[config.mk]
export PLATFORM = sky130hd
export DESIGN_NAME = butterfly_twiddle
export DESIGN_NICKNAME = d
export VERILOG_FILES = /design/src/rtl/butterfly_twiddle.sv
export SDC_FILE = /design/constraint.sdc
export NUM_CORES = 2
export LEC_CHECK = 0
export BUFFER_PORTS_ARGS = -buffer_cell sky130_fd_sc_hd__buf_2
export CAP_MARGIN = 30
export CORE_ASPECT_RATIO = 1.2
export CORE_UTILIZATION = 50
export CTS_CLUSTER_SIZE = 10
export DETAILED_ROUTE_END_ITERATION = 8
export GPL_ROUTABILITY_DRIVEN = 0
export PLACE_DENSITY_LB_ADDON = 0.08
export SLEW_MARGIN = 20
export SYNTH_ARGS = -nofsm -noshare
export SYNTH_HDL_FRONTEND = slang
export SYNTH_SLANG_ARGS = --single-unit
[constraint.sdc]
create_clock -name clk -period 29.5 [get_ports clk]
set_input_delay 5.9 -clock clk [delete_from_list [all_inputs] [get_ports clk]]
set_output_delay 5.9 -clock clk [all_outputs]
set_load 0.02 [all_outputs]
[src/rtl/butterfly_twiddle.sv]
// butterfly_twiddle: 4-stage pipelined radix-2 butterfly Y0/Y1 = A +/- B*W with a synchronous twiddle ROM.
// Define BFLY_SCALE_EN to halve each sum (rounded) before saturation; latency is 3 clocks either way.
module butterfly_twiddle #(
  parameter int SIZE_DATA_FI = 2
) (
  input  logic                      clk,
  input  logic                      rst,
  input  logic                      in_valid,
  input  logic signed [15:0]        a_re,
  input  logic signed [15:0]        a_im,
  input  logic signed [15:0]        b_re,
  input  logic signed [15:0]        b_im,
  input  logic [SIZE_DATA_FI-2:0]   tw_k,
  output logic [SIZE_DATA_FI-2:0]   tw_addr,
  input  logic signed [15:0]        tw_cos,
  input  logic signed [15:0]        tw_sin,
  input  logic                      clr_ovf,
  output logic                      out_valid,
  output logic signed [15:0]        y0_re,
  output logic signed [15:0]        y0_im,
  output logic signed [15:0]        y1_re,
  output logic signed [15:0]        y1_im,
  output logic                      ovf
);
  logic v1_q, v2_q, v3_q, vo_q, ovf_q, ovf_d;
  logic signed [15:0] a1_re_q, a1_im_q, b1_re_q, b1_im_q;
  logic signed [15:0] a2_re_q, a2_im_q, a3_re_q, a3_im_q;
  logic signed [31:0] p_rc_q, p_is_q, p_rs_q, p_ic_q;
  logic signed [32:0] bw_re_x, bw_im_x;
  logic signed [17:0] bw_re_d, bw_im_d, bw_re_q, bw_im_q;
  logic signed [18:0] s0_re, s0_im, s1_re, s1_im;
  logic signed [15:0] y0_re_d, y0_im_d, y1_re_d, y1_im_d;
  logic signed [15:0] y0_re_q, y0_im_q, y1_re_q, y1_im_q;
  logic [3:0] sat;

  // Returns {saturated, 16-bit result} for one 19-bit sum.
  function automatic logic [16:0] sat16(input logic signed [18:0] x);
    logic signed [18:0] s;
`ifdef BFLY_SCALE_EN
    s = (x + 19'sd1) >>> 1;
`else
    s = x;
`endif
    return (s > 19'sd32767) ? {1'b1, 16'h7fff} :
           (s < -19'sd32768) ? {1'b1, 16'h8000} : {1'b0, s[15:0]};
  endfunction

  assign tw_addr   = tw_k;
  assign out_valid = vo_q;
  assign y0_re     = y0_re_q;
  assign y0_im     = y0_im_q;
  assign y1_re     = y1_re_q;
  assign y1_im     = y1_im_q;
  assign ovf       = ovf_q;

  always_comb begin
    bw_re_x = 33'(p_rc_q) - 33'(p_is_q) + 33'sd16384;
    bw_im_x = 33'(p_rs_q) + 33'(p_ic_q) + 33'sd16384;
    bw_re_d = 18'(bw_re_x >>> 15);
    bw_im_d = 18'(bw_im_x >>> 15);
    s0_re = 19'(a3_re_q) + 19'(bw_re_q);
    s0_im = 19'(a3_im_q) + 19'(bw_im_q);
    s1_re = 19'(a3_re_q) - 19'(bw_re_q);
    s1_im = 19'(a3_im_q) - 19'(bw_im_q);
    {sat[0], y0_re_d} = sat16(s0_re);
    {sat[1], y0_im_d} = sat16(s0_im);
    {sat[2], y1_re_d} = sat16(s1_re);
    {sat[3], y1_im_d} = sat16(s1_im);
    // A saturation on this edge beats a simultaneous clear.
    ovf_d = (v3_q && |sat) ? 1'b1 : clr_ovf ? 1'b0 : ovf_q;
  end

  always_ff @(posedge clk or posedge rst) begin
    if (rst) begin
      v1_q    <= 1'b0;
      v2_q    <= 1'b0;
      v3_q    <= 1'b0;
      vo_q    <= 1'b0;
      ovf_q   <= 1'b0;
      a1_re_q <= '0;
      a1_im_q <= '0;
      b1_re_q <= '0;
      b1_im_q <= '0;
      a2_re_q <= '0;
      a2_im_q <= '0;
      a3_re_q <= '0;
      a3_im_q <= '0;
      p_rc_q  <= '0;
      p_is_q  <= '0;
      p_rs_q  <= '0;
      p_ic_q  <= '0;
      bw_re_q <= '0;
      bw_im_q <= '0;
      y0_re_q <= '0;
      y0_im_q <= '0;
      y1_re_q <= '0;
      y1_im_q <= '0;
    end else begin
      v1_q    <= in_valid;
      a1_re_q <= a_re;
      a1_im_q <= a_im;
      b1_re_q <= b_re;
      b1_im_q <= b_im;
      v2_q    <= v1_q;
      a2_re_q <= a1_re_q;
      a2_im_q <= a1_im_q;
      p_rc_q  <= 32'(b1_re_q) * 32'(tw_cos);
      p_is_q  <= 32'(b1_im_q) * 32'(tw_sin);
      p_rs_q  <= 32'(b1_re_q) * 32'(tw_sin);
      p_ic_q  <= 32'(b1_im_q) * 32'(tw_cos);
      v3_q    <= v2_q;
      a3_re_q <= a2_re_q;
      a3_im_q <= a2_im_q;
      bw_re_q <= bw_re_d;
      bw_im_q <= bw_im_d;
      vo_q    <= v3_q;
      ovf_q   <= ovf_d;
      if (v3_q) begin
        y0_re_q <= y0_re_d;
        y0_im_q <= y0_im_d;
        y1_re_q <= y1_re_d;
        y1_im_q <= y1_im_d;
      end
    end
  end
endmodule

# Word level (Yosys, flattened, before mapping)
# Cells that the tools add are included.
[word_totals]
wordCells = 56
inputBits = 101
regBits = 361
output_inout_bits = 67
[classes]
muxes = 10
n_addsub = 8
reduce_logical = 3
order_cmp = 8
mul = 4
[op_table]
columns = ["op", "n"]
rows = [
  ["$mux W17", 8],
  ["$mul A16 B16 Y32", 4],
  ["$gt A19 B16 Y1 const B", 4],
  ["$lt A19 B16 Y1 const B", 4],
  ["$add A33 B16 Y33 const B", 2],
  ["$add A16 B18 Y19", 2],
  ["$sub A16 B18 Y19", 2],
  ["$add A32 B32 Y33", 1],
  ["$sub A32 B32 Y33", 1],
  ["$reduce_or A4 Y1", 1],
  ["$mux W1", 2],
  ["$reduce_bool A2 Y1", 1],
  ["$logic_and A1 B1 Y1", 1],
]

# Longest topological paths before layout
[logic_depth]
depth_word = 7
ltp_mapped = 26
depth_no_buf = 25

# Least setup slack after synthesis
# Ideal clock, no wire load.
[synth_timing]
path_kind = "in2out"
from = "input tw_k"
to = "output tw_addr"
arrival_ns = 6.034
stages = 1
path_buffers = 1
required_time_ns = 23.600
setup_slack_ns = 17.566
path_cell_list = "buf_4"
[synth_rtl]
columns = ["element", "line_no", "rtl"]
rows = [
  ["from (decl)", "13", "input logic [SIZE_DATA_FI-2:0] tw_k,"],
  ["to (decl)", "14", "output logic [SIZE_DATA_FI-2:0] tw_addr,"],
]
# No word-level cell between the ends.

# Final worst setup path
[layout_timing]
from = "input tw_cos[1]"
to = "register p_rc_q[25]"
[layout_via]
elab_chain_cells = 1
[layout_lines]
columns = ["element", "line_no", "rtl"]
rows = [
  ["from (decl)", "15", "input logic signed [15:0] tw_cos,"],
  ["$mul A16 B16 Y32", "107", "p_rc_q <= 32'(b1_re_q) * 32'(tw_cos);"],
  ["to (signal assigned)", "107", ""],
  ["to (decl)", "28", "logic signed [31:0] p_rc_q, p_is_q, p_rs_q, p_ic_q;"],
]
# Every way passes these cells.
# A chain may end at the register's enable or synchronous reset.

==> metrics <==
run status completed; RSZ-0062 raised after global routing no; Setup-failing EPs final 0; cells after synthesis 5762; largest net degree at the start of global routing 134; Via density 5.29; Setup WS post-layout 17.34 ns; Worst setup SP type input pin; post-CTS resize count 0; Hold Crit Start a2_im_q[1]; Clock Latency Late Sink 0.64 ns; DP Wirelength 109000 um; I/O Buffers 165; Top FF cell, synth dfrtp_1; antenna-violating nets left 0; Hold WC Path Type flip-flop to flip-flop; synthesis warning total 0; Post CTS Setup Buffer Count 0; post-route design area 59000 um2; Routed WL per cell 19.1 um; Worst-Margin Slew 0.970 ns; 1st-pass router iterations 6; Req. time, crit path 30.05 ns; die footprint 112000 um2; Hold Path Stages 0; critical path class input pin to flip-flop; DP Worst Slack 16.69 ns; Synth area leader fa_1; Slew Limit Headroom 0.353; layout cells sized above 1 0.0569; count of non-filler cells in the finished layout 7221; DP Area 57500 um2; share of the synthesized area in the top cell type 0.379; crit path time final 12.16 ns; Ports 168; row count 133; area grow syn2layout 6.30%; Root Buffer clkbuf_16; die width 306 um; post-route setup TNS 0 ns; Synth async-reset ratio 1.00; total core area 110000 um2; via count 38200; first-pass GRT wire length 225000 um; CTS Sinks 361; fin nets 7454; synth cell count leaders inv_1 (1275), fa_1 (1052), nand2_1 (546); Worst-path clk slew 0.06 ns; die span in y 367 um; CTS tree yes; hold-fix buffer count after cts 0; initial antenna violation count 11; number of buffers created by CTS 47; Synth area leaders fa_1 (38%), dfrtp_1 (16%), ha_1 (12%); Placed Cells 7145; initial core utilization 0.506; Min-Delay Endpoint a3_im_q[1]; Final Hold Vio Count 0; GRT Overall Usage 0.258; worst-path maximum fanout 32; Remaining DRCs 0; Initial DRC Count 1912; Final Max Tran Viols 0; Max Root-Sink Buffers 3; sequential area share after synthesis 0.163; Post-synth EDFFs 0; vias in the first global route 41600; Overflow after GRT 0; WL final 138000 um; max-cap viol count 0; Final Skew 0.0349 ns; crit share post-route 0.412; Reg2Reg Setup Slack 22.23 ns; top-count cell post-synth inv_1; CP endpoint kind flip-flop; syn nets 7437; RR Endpoint p_rc_q[25]; Distinct cells, synth 83; FMAX 82.2 MHz; Synth Register Bits 361; Syn Std Cell Area 55500 um2; H-tree depth reported by CTS 2; reg2reg start b1_re_q[4]; Worst Path Arrival 12.71 ns; reg2reg path depth 23; syn_area_per_cell 9.64 um2
[sequential cells by signal, summed over array words and instances (netlist names), 16 cells and up]
name	flops
b1_re_q	16
a2_re_q	16
p_rs_q	32
a1_re_q	16
a3_im_q	16
bw_im_q	18
y0_re	16
y1_im	16
b1_im_q	16
p_is_q	32
bw_re_q	18
a1_im_q	16
a2_im_q	16
a3_re_q	16
y0_im	16
p_ic_q	32
y1_re	16
p_rc_q	32
[cells by family after synthesis]
group                    Yosys count  synth area share
XOR/XNOR                         221            0.0349
AND/OR/NAND/NOR                 1477             0.131
multiplexers                       6           0.00117
AO/OA/AOI/OAI                    606            0.0705
buffers and inverters           1517             0.103
adder cells (fa/ha/maj)         1574             0.497
flip-flops                       361             0.163
[per-stage QoR]
step | hold slack [ns] | utilization
after floorplan | 0.331 | -
after global placement | 0.333 | 0.524
after detailed placement | 0.335 | 0.524
after CTS | 0.338 | 0.537
after global routing | 0.344 | 0.537
final | 0.339 | 0.537
[metal layers]
metal  share of wire  global-route usage
met5         0.00047                   0
met4           0.028              0.0704
met3           0.047              0.0332
met2            0.51               0.459
met1            0.41               0.327
[worst max-delay path by stage]
stage	from	endpoint	slack, ns	cells past startpoint
after global placement	tw_cos[1]	p_rc_q[25]	16.71	22
final	tw_cos[1]	p_rc_q[25]	17.34	22
after CTS	tw_cos[2]	p_rc_q[25]	17.34	22
after global routing	tw_cos[2]	p_rc_q[31]	16.91	23
after floorplan	rst	a1_im_q[0]	13.58	1
after detailed placement	tw_cos[2]	p_rc_q[25]	16.69	22
[cell type report]
type / count / area (um2)
clock inverters: 11 / 135
multi-input cells: 3884 / 40800
inverters: 1276 / 4800
clock buffers: 62 / 1320
flip-flops and latches: 361 / 9050
repair buffers: 209 / 1200
well taps: 1417 / 1770
fillers: 10200 / 50800
diodes: 1 / 2.50
[layout by cell type (no fill, tap or decap), drive strengths merged, types with 13 or more instances in the layout]
cell,n
and2,488
buf,209
nor2b,24
a31oi,22
a21o,72
o21bai,35
a21oi,251
nor3,38
fa,1052
xnor2,173
nand4,13
dfrtp,361
ha,522
inv,1277
nand2,546
clkbuf,62
nand2b,41
xor2,48
o21a,26
nor2,246
nand3,25
o21ai,89
[critical path: stages]
cell	delay, ns
buf_2	0.49
nand2_1	0.16
fa_1	0.54
fa_1	0.52
fa_1	0.51
inv_1	0.06
fa_1	0.48
fa_1	0.50
inv_1	0.05
fa_1	0.47
inv_1	0.04
ha_1	0.35
a21o_1	0.18
a21o_1	0.17
a21oi_1	0.18
o21ai_0	0.18
a22o_1	0.22
a311oi_1	0.69
o21ai_0	0.35
a211o_1	0.35
a21oi_1	0.18
xnor2_1	0.13
Power is left out: the tool's default activity adds up to more than one toggle a clock period on the data nets, which glitch-free logic cannot reach.
